### src/rtl/multi_dataflow_ctrl_fsm_mc.sv
// Multi-channel job sequencer for the multi_dataflow HWPE: per-channel start/done tracking,
// per-sink saturating word counters. Optional watchdog under MULTI_DATAFLOW_CTRL_TIMEOUT_EN.
module multi_dataflow_ctrl_fsm_mc #(
  parameter int N_IN        = 1,
  parameter int N_OUT       = 1,
  parameter int CNT_W       = 11,
  parameter int ITER_W      = 16,
  parameter int TIMEOUT_CYC = 65535
) (
  input  logic                   clk_i,
  input  logic                   rst_ni,
  input  logic                   clear_i,
  input  logic                   start_i,
  input  logic [ITER_W-1:0]      nb_iter_i,
  input  logic [CNT_W-1:0]       cnt_limit_i,
  output logic [N_IN-1:0]        src_start_o,
  input  logic [N_IN-1:0]        src_done_i,
  output logic [N_OUT-1:0]       sink_start_o,
  input  logic [N_OUT-1:0]       sink_done_i,
  input  logic [N_OUT-1:0]       out_hs_i,
  output logic                   engine_start_o,
  output logic [N_OUT*CNT_W-1:0] cnt_o,
  output logic [N_OUT-1:0]       cnt_reached_o,
  output logic [ITER_W-1:0]      iter_o,
  output logic                   busy_o,
  output logic                   done_o,
  output logic                   err_o
);

  typedef enum logic [2:0] {
    S_IDLE     = 3'd0,
    S_START    = 3'd1,
    S_COMPUTE  = 3'd2,
    S_UPDATE   = 3'd3,
    S_FINISHED = 3'd4
  } state_e;

  state_e                 state_q, state_d;
  logic [ITER_W-1:0]      nb_iter_q, nb_iter_d, iter_q, iter_d;
  logic [CNT_W-1:0]       lim_q, lim_d;
  logic [N_OUT*CNT_W-1:0] cnt_q, cnt_d;
  logic [N_OUT-1:0]       reached_q, reached_d, sink_flag_q, sink_flag_d;
  logic [N_OUT-1:0]       sink_start_q, sink_start_d;
  logic [N_IN-1:0]        src_flag_q, src_flag_d, src_start_q, src_start_d;
  logic                   eng_start_q, eng_start_d, busy_q, busy_d, done_q, done_d;
  logic                   all_done_s;
`ifdef MULTI_DATAFLOW_CTRL_TIMEOUT_EN
  localparam int WD_W = $clog2(TIMEOUT_CYC + 1);
  logic [WD_W-1:0]        wd_q, wd_d;
  logic                   err_q, err_d;
  logic                   activity_s;
`endif

  // Next-state, counters, flags and registered-output decode
  always_comb begin
    state_d     = state_q;
    nb_iter_d   = nb_iter_q;
    iter_d      = iter_q;
    lim_d       = lim_q;
    cnt_d       = cnt_q;
    src_flag_d  = src_flag_q;
    sink_flag_d = sink_flag_q;
    all_done_s  = (&(src_flag_q | src_done_i)) & (&(sink_flag_q | sink_done_i));
`ifdef MULTI_DATAFLOW_CTRL_TIMEOUT_EN
    wd_d       = wd_q;
    err_d      = err_q;
    activity_s = (|out_hs_i) | (|src_done_i) | (|sink_done_i);
`endif
    case (state_q)
      S_IDLE: begin
        if (start_i) begin
          nb_iter_d = nb_iter_i;
          lim_d     = cnt_limit_i;
          iter_d    = '0;
`ifdef MULTI_DATAFLOW_CTRL_TIMEOUT_EN
          err_d     = 1'b0;
`endif
          if (nb_iter_i == '0) begin
            state_d = S_FINISHED;
          end else begin
            state_d = S_START;
          end
        end else begin
          state_d = S_IDLE;
        end
      end
      S_START: begin
        cnt_d       = '0;
        src_flag_d  = '0;
        sink_flag_d = '0;
`ifdef MULTI_DATAFLOW_CTRL_TIMEOUT_EN
        wd_d        = '0;
`endif
        state_d     = S_COMPUTE;
      end
      S_COMPUTE: begin
        src_flag_d  = src_flag_q | src_done_i;
        sink_flag_d = sink_flag_q | sink_done_i;
        for (int j = 0; j < N_OUT; j++) begin
          if (out_hs_i[j] && (cnt_q[j*CNT_W +: CNT_W] < lim_q)) begin
            cnt_d[j*CNT_W +: CNT_W] = cnt_q[j*CNT_W +: CNT_W] + CNT_W'(1);
          end else begin
            cnt_d[j*CNT_W +: CNT_W] = cnt_q[j*CNT_W +: CNT_W];
          end
        end
        if (all_done_s) begin
          state_d = S_UPDATE;
        end else begin
`ifdef MULTI_DATAFLOW_CTRL_TIMEOUT_EN
          // wd_q holds the idle cycles seen before this one
          if (activity_s) begin
            wd_d    = '0;
            state_d = S_COMPUTE;
          end else if (wd_q == WD_W'(TIMEOUT_CYC - 1)) begin
            wd_d    = '0;
            err_d   = 1'b1;
            state_d = S_FINISHED;
          end else begin
            wd_d    = wd_q + WD_W'(1);
            state_d = S_COMPUTE;
          end
`else
          state_d = S_COMPUTE;
`endif
        end
      end
      S_UPDATE: begin
        iter_d = iter_q + ITER_W'(1);
        if (iter_d == nb_iter_q) begin
          state_d = S_FINISHED;
        end else begin
          state_d = S_START;
        end
      end
      S_FINISHED: begin
        state_d = S_IDLE;
      end
      default: begin
        state_d = S_IDLE;
      end
    endcase
    // Limit flags follow the counters only while a job is counting, otherwise hold
    for (int j = 0; j < N_OUT; j++) begin
      if ((state_q == S_START) || (state_q == S_COMPUTE)) begin
        reached_d[j] = (cnt_d[j*CNT_W +: CNT_W] == lim_d);
      end else begin
        reached_d[j] = reached_q[j];
      end
    end
    src_start_d  = {N_IN{state_d == S_START}};
    sink_start_d = {N_OUT{state_d == S_START}};
    eng_start_d  = (state_d == S_START);
    busy_d       = (state_d != S_IDLE);
    done_d       = (state_d == S_FINISHED);
  end

  // State and output registers with async reset and synchronous clear
  always_ff @(posedge clk_i or negedge rst_ni) begin
    if (!rst_ni) begin
      state_q      <= S_IDLE;
      nb_iter_q    <= '0;
      iter_q       <= '0;
      lim_q        <= '0;
      cnt_q        <= '0;
      reached_q    <= '0;
      src_flag_q   <= '0;
      sink_flag_q  <= '0;
      src_start_q  <= '0;
      sink_start_q <= '0;
      eng_start_q  <= 1'b0;
      busy_q       <= 1'b0;
      done_q       <= 1'b0;
`ifdef MULTI_DATAFLOW_CTRL_TIMEOUT_EN
      wd_q         <= '0;
      err_q        <= 1'b0;
`endif
    end else if (clear_i) begin
      state_q      <= S_IDLE;
      nb_iter_q    <= '0;
      iter_q       <= '0;
      lim_q        <= '0;
      cnt_q        <= '0;
      reached_q    <= '0;
      src_flag_q   <= '0;
      sink_flag_q  <= '0;
      src_start_q  <= '0;
      sink_start_q <= '0;
      eng_start_q  <= 1'b0;
      busy_q       <= 1'b0;
      done_q       <= 1'b0;
`ifdef MULTI_DATAFLOW_CTRL_TIMEOUT_EN
      wd_q         <= '0;
      err_q        <= 1'b0;
`endif
    end else begin
      state_q      <= state_d;
      nb_iter_q    <= nb_iter_d;
      iter_q       <= iter_d;
      lim_q        <= lim_d;
      cnt_q        <= cnt_d;
      reached_q    <= reached_d;
      src_flag_q   <= src_flag_d;
      sink_flag_q  <= sink_flag_d;
      src_start_q  <= src_start_d;
      sink_start_q <= sink_start_d;
      eng_start_q  <= eng_start_d;
      busy_q       <= busy_d;
      done_q       <= done_d;
`ifdef MULTI_DATAFLOW_CTRL_TIMEOUT_EN
      wd_q         <= wd_d;
      err_q        <= err_d;
`endif
    end
  end

  assign src_start_o    = src_start_q;
  assign sink_start_o   = sink_start_q;
  assign engine_start_o = eng_start_q;
  assign cnt_o          = cnt_q;
  assign cnt_reached_o  = reached_q;
  assign iter_o         = iter_q;
  assign busy_o         = busy_q;
  assign done_o         = done_q;
`ifdef MULTI_DATAFLOW_CTRL_TIMEOUT_EN
  assign err_o          = err_q;
`else
  assign err_o          = 1'b0;
`endif

endmodule
### config.mk
export PLATFORM = sky130hd
export DESIGN_NAME = multi_dataflow_ctrl_fsm_mc
export DESIGN_NICKNAME = d
export VERILOG_FILES = /design/src/rtl/multi_dataflow_ctrl_fsm_mc.sv
export SDC_FILE = /design/constraint.sdc
export NUM_CORES = 1
export LEC_CHECK = 0
export ABC_AREA = 1
export ABC_CLOCK_PERIOD_IN_PS = 2790
export CAP_MARGIN = 20
export CORE_MARGIN = 2
export CORE_UTILIZATION = 53
export CTS_CLUSTER_DIAMETER = 50
export DETAILED_ROUTE_END_ITERATION = 6
export HOLD_SLACK_MARGIN = 0.05
export PLACE_DENSITY = 0.86
export SLEW_MARGIN = 10
export SYNTH_ARGS = -nofsm -noshare
export SYNTH_HDL_FRONTEND = slang
export SYNTH_SLANG_ARGS = --single-unit
### constraint.sdc
create_clock -name clk_i -period 2.79 [get_ports clk_i]
set_input_delay 0.4185 -clock clk_i [delete_from_list [all_inputs] [get_ports clk_i]]
set_output_delay 0.4185 -clock clk_i [all_outputs]
set_load 0.05 [all_outputs]
==> results by group <==
Placed design
  • Post-placement cell count: 772
  • Gpl congestion: 0.933
  • Post-DP HPWL: 8400 um
  • Setup Slack @ Placement: 282 ps
  • Port Buffers: 66

Timing
  • Final hold slack: 147 ps
  • RSZ-0062 raised after global routing: no
  • Fin. Hold Viols: 0
  • Worst Skew: 10.5 ps
  • Fin worst setup slack: 316 ps
  • Period utilization: 0.887
  • Count of final max-slew check failures: 0
  • Finish-stage setup viols: 0
  • Rel. slew slack: 0.470
  • Fin crit period: 2470 ps
  • Setup_tns: 0 ps
  • FMAX: 0.404 GHz
  • Worst Tran Pin Value: 795 ps

Logic synthesis
  • Synthesized area: 0.00415 mm^2
  • Post-synth EDFFs: 0
  • Sequential element share of the synthesized area: 0.380
  • Async SR Flop Fraction: 1.00
  • Syn_nets: 660
  • Post-synthesis average cell area: 6.76 um^2
  • Main synth FF type: dfrtp_1
  • Ys Warns: 0
  • Gate Count Post-Synth: 614
  • Seq cells post-synth: 63
  • Yosys cell types: 33

Route
  • Iter 0 DRT Violations: 268
  • Vias post-DR: 4,330
  • Post-DR wirelength/cell: 14.4 um
  • # DRC: 0
  • DRT antenna net count: 0
  • WL final: 11,300 um
  • Vias per std cell: 5.49
  • First-pass iteration count of the detailed router: 5

Layout
  • Area grow syn2layout: 23.1%
  • Share of cells above drive strength 1: 0.0569
  • Most frequent cells in the layout: nand2_1 (174), inv_1 (111), clkdlybuf4s50_1 (65)
  • FILL cells: 640
  • Antenna fix cells: 0
  • Most common cell after layout, fill and taps aside: nand2_1
  • Non-filler instance count after layout: 788
  • Fin nets: 727

Setup path
  • Worst setup SP type: register
  • Most used cell, CP: nand2_1
  • CP cell instances: ha_1 -> nand2_1 -> inv_1 -> nand2_1 -> nand2_1 -> nand2_1 -> nand2_1 -> nor2_4 -> nand2_1 -> nand2_1 -> nand2_1 -> nand2_1 -> nand2_1 -> inv_1 -> nand2_1 -> nor2_1 -> nand3_1 -> nand2_1
  • Crit Path Class: register to register
  • Critical path's slowest cell: dfrtp_1
  • Crit-path max FO: 18
  • Largest stage delay on the critical path: 460 ps
  • Element type at the critical path end: register
  • Worst Path Arrival: 2780 ps
  • CP required: 3090 ps

Global route
  • Largest net degree at the start of global routing: 34
  • Vias in the first global route: 4,367
  • Initial antenna violation count: 0
  • First-pass GRT wire length: 19,300 um
  • Global route overflow: 0
  • GRT Total Usage: 0.284

Power
  • Leak: 0.00254 uW
  • PwrDens: 489 mW/mm^2
  • Worst vdd ir: 281 uV

Run status
  • Status: finished, final reports clean

Floorplanning
  • Num rows: 32
  • Die ar.: 0.00855 mm^2
  • Die W: 92.5 um
  • Initial Util: 0.542
  • Chip height: 92.5 um
  • I/O pin cnt: 68
  • Core area: 0.00765 mm^2

Clock tree
  • Root buffer cell: clkbuf_8
  • Clock Path Buffers: 2
  • Htree depth: 3
  • PostCTS Resize Cnt: 0
  • CTS tree: done
  • Sinks on Clock Net: 63
  • Num CTS Buffers: 9
  • CTS Hold Bufs: 0
  • # Post-CTS Setup Buffers: 0
  • Clock Latency Late Sink: 360 ps
  • Clock-pin slew of the registers on the worst-case setup and hold paths: 70 ps

Worst hold path
  • Worst hold path class: input port to asynchronous set/reset pin

Run
  • # Max-Cap Violations: 0
## kinds of logic (layout without fill, tap and decap cells)
group,after synthesis,after routing,share of synthesized area
multiplexers,1,1,0.00241
flip-flops,63,63,0.380
AO/OA/AOI/OAI,66,66,0.0899
adder cells (fa/ha/maj),12,12,0.0362
AND/OR/NAND/NOR,341,341,0.364
other,1,1,0.000904
XOR/XNOR,3,3,0.00634
buffers and inverters,127,199,0.120
## power by group
| part | internal (uW) | switching [uW] | leakage (uW) |
|---|---|---|---|
| clock network | 552 | 368 | 0.000114 |
| registers | 963 | 36.5 | 0.000858 |
| logic | 200 | 380 | 0.00157 |
## cell type report
| cell class | count | area (um^2) | share of cell area |
|---|---|---|---|
| clock inverters | 3 | 65.1 | 0.0127 |
| repair buffers | 69 | 678 | 0.133 |
| flip-flops and latches | 63 | 1580 | 0.309 |
| clock buffers | 13 | 159 | 0.0311 |
| multi-input cells | 424 | 2070 | 0.406 |
| well taps | 102 | 128 | 0.0250 |
| inverters | 114 | 428 | 0.0838 |
## critical path, delay by kind of cell (launching register included)
kind,cells,cell delay [ps]
fa+ha+maj,1,350
buf+inv,2,100
flops,1,460
simple gates,15,1480
## flip-flops by register name, summed over array words and instances, names as in the netlist
| name | cells |
|---|---|
| state_q | 3 |
| done_o | 1 |
| busy_o | 1 |
| lim_q | 11 |
| nb_iter_q | 16 |
| iter_o | 16 |
| cnt_reached_o | 1 |
| engine_start_o | 1 |
| sink_flag_q | 1 |
| src_flag_q | 1 |
| cnt_o | 11 |
## worst paths after layout
kind | start | to | slack [ps] | cells past startpoint
worst min-delay path | rst_ni | nb_iter_q[15]$_DFFE_PN0P_ | 150 | 1
worst max-delay path | cnt_o[6]$_DFF_PN0_ | cnt_reached_o$_DFFE_PN0P_ | 320 | 18
worst min register to register | src_flag_q$_DFFE_PN0P_ | src_flag_q$_DFFE_PN0P_ | 490 | 2
worst max register to register | cnt_o[6]$_DFF_PN0_ | cnt_reached_o$_DFFE_PN0P_ | 320 | 18
min in group clk_i | src_flag_q$_DFFE_PN0P_ | src_flag_q$_DFFE_PN0P_ | 490 | 2
max in group asynchronous | rst_ni | iter_o[6]$_DFFE_PN0P_ | 1910 | 2
## stage by stage
stage                     power (uW)   util  area [um^2]
after global routing            2620  0.668         5110
after detailed placement        1590  0.638         4880
after floorplan                 1400      -         4150
after CTS                       2510  0.668         5110
final                           2500  0.668         5110
after global placement          1570  0.638         4880
## metal layers
layer	vias up	track usage	part of all wire
met5	-	0	0
met4	0	0.170	0.043
met3	45	0.0439	0.076
met2	216	0.498	0.50
met1	1983	0.326	0.38
li1	2086	-	-
## synthesized netlist by cell type, types with 5 or more instances
master / n / area (um^2)
a21oi_1: 13 / 65.1
clkbuf_1: 5 / 18.8
dfrtp_1: 63 / 1580
ha_1: 12 / 150
inv_1: 111 / 417
nand2_1: 174 / 653
nand3_1: 64 / 320
nand4_1: 16 / 100
nor2_1: 61 / 229
o21ai_0: 21 / 105
o22ai_1: 26 / 163
Note: power is estimated with default switching activity, not from simulation.
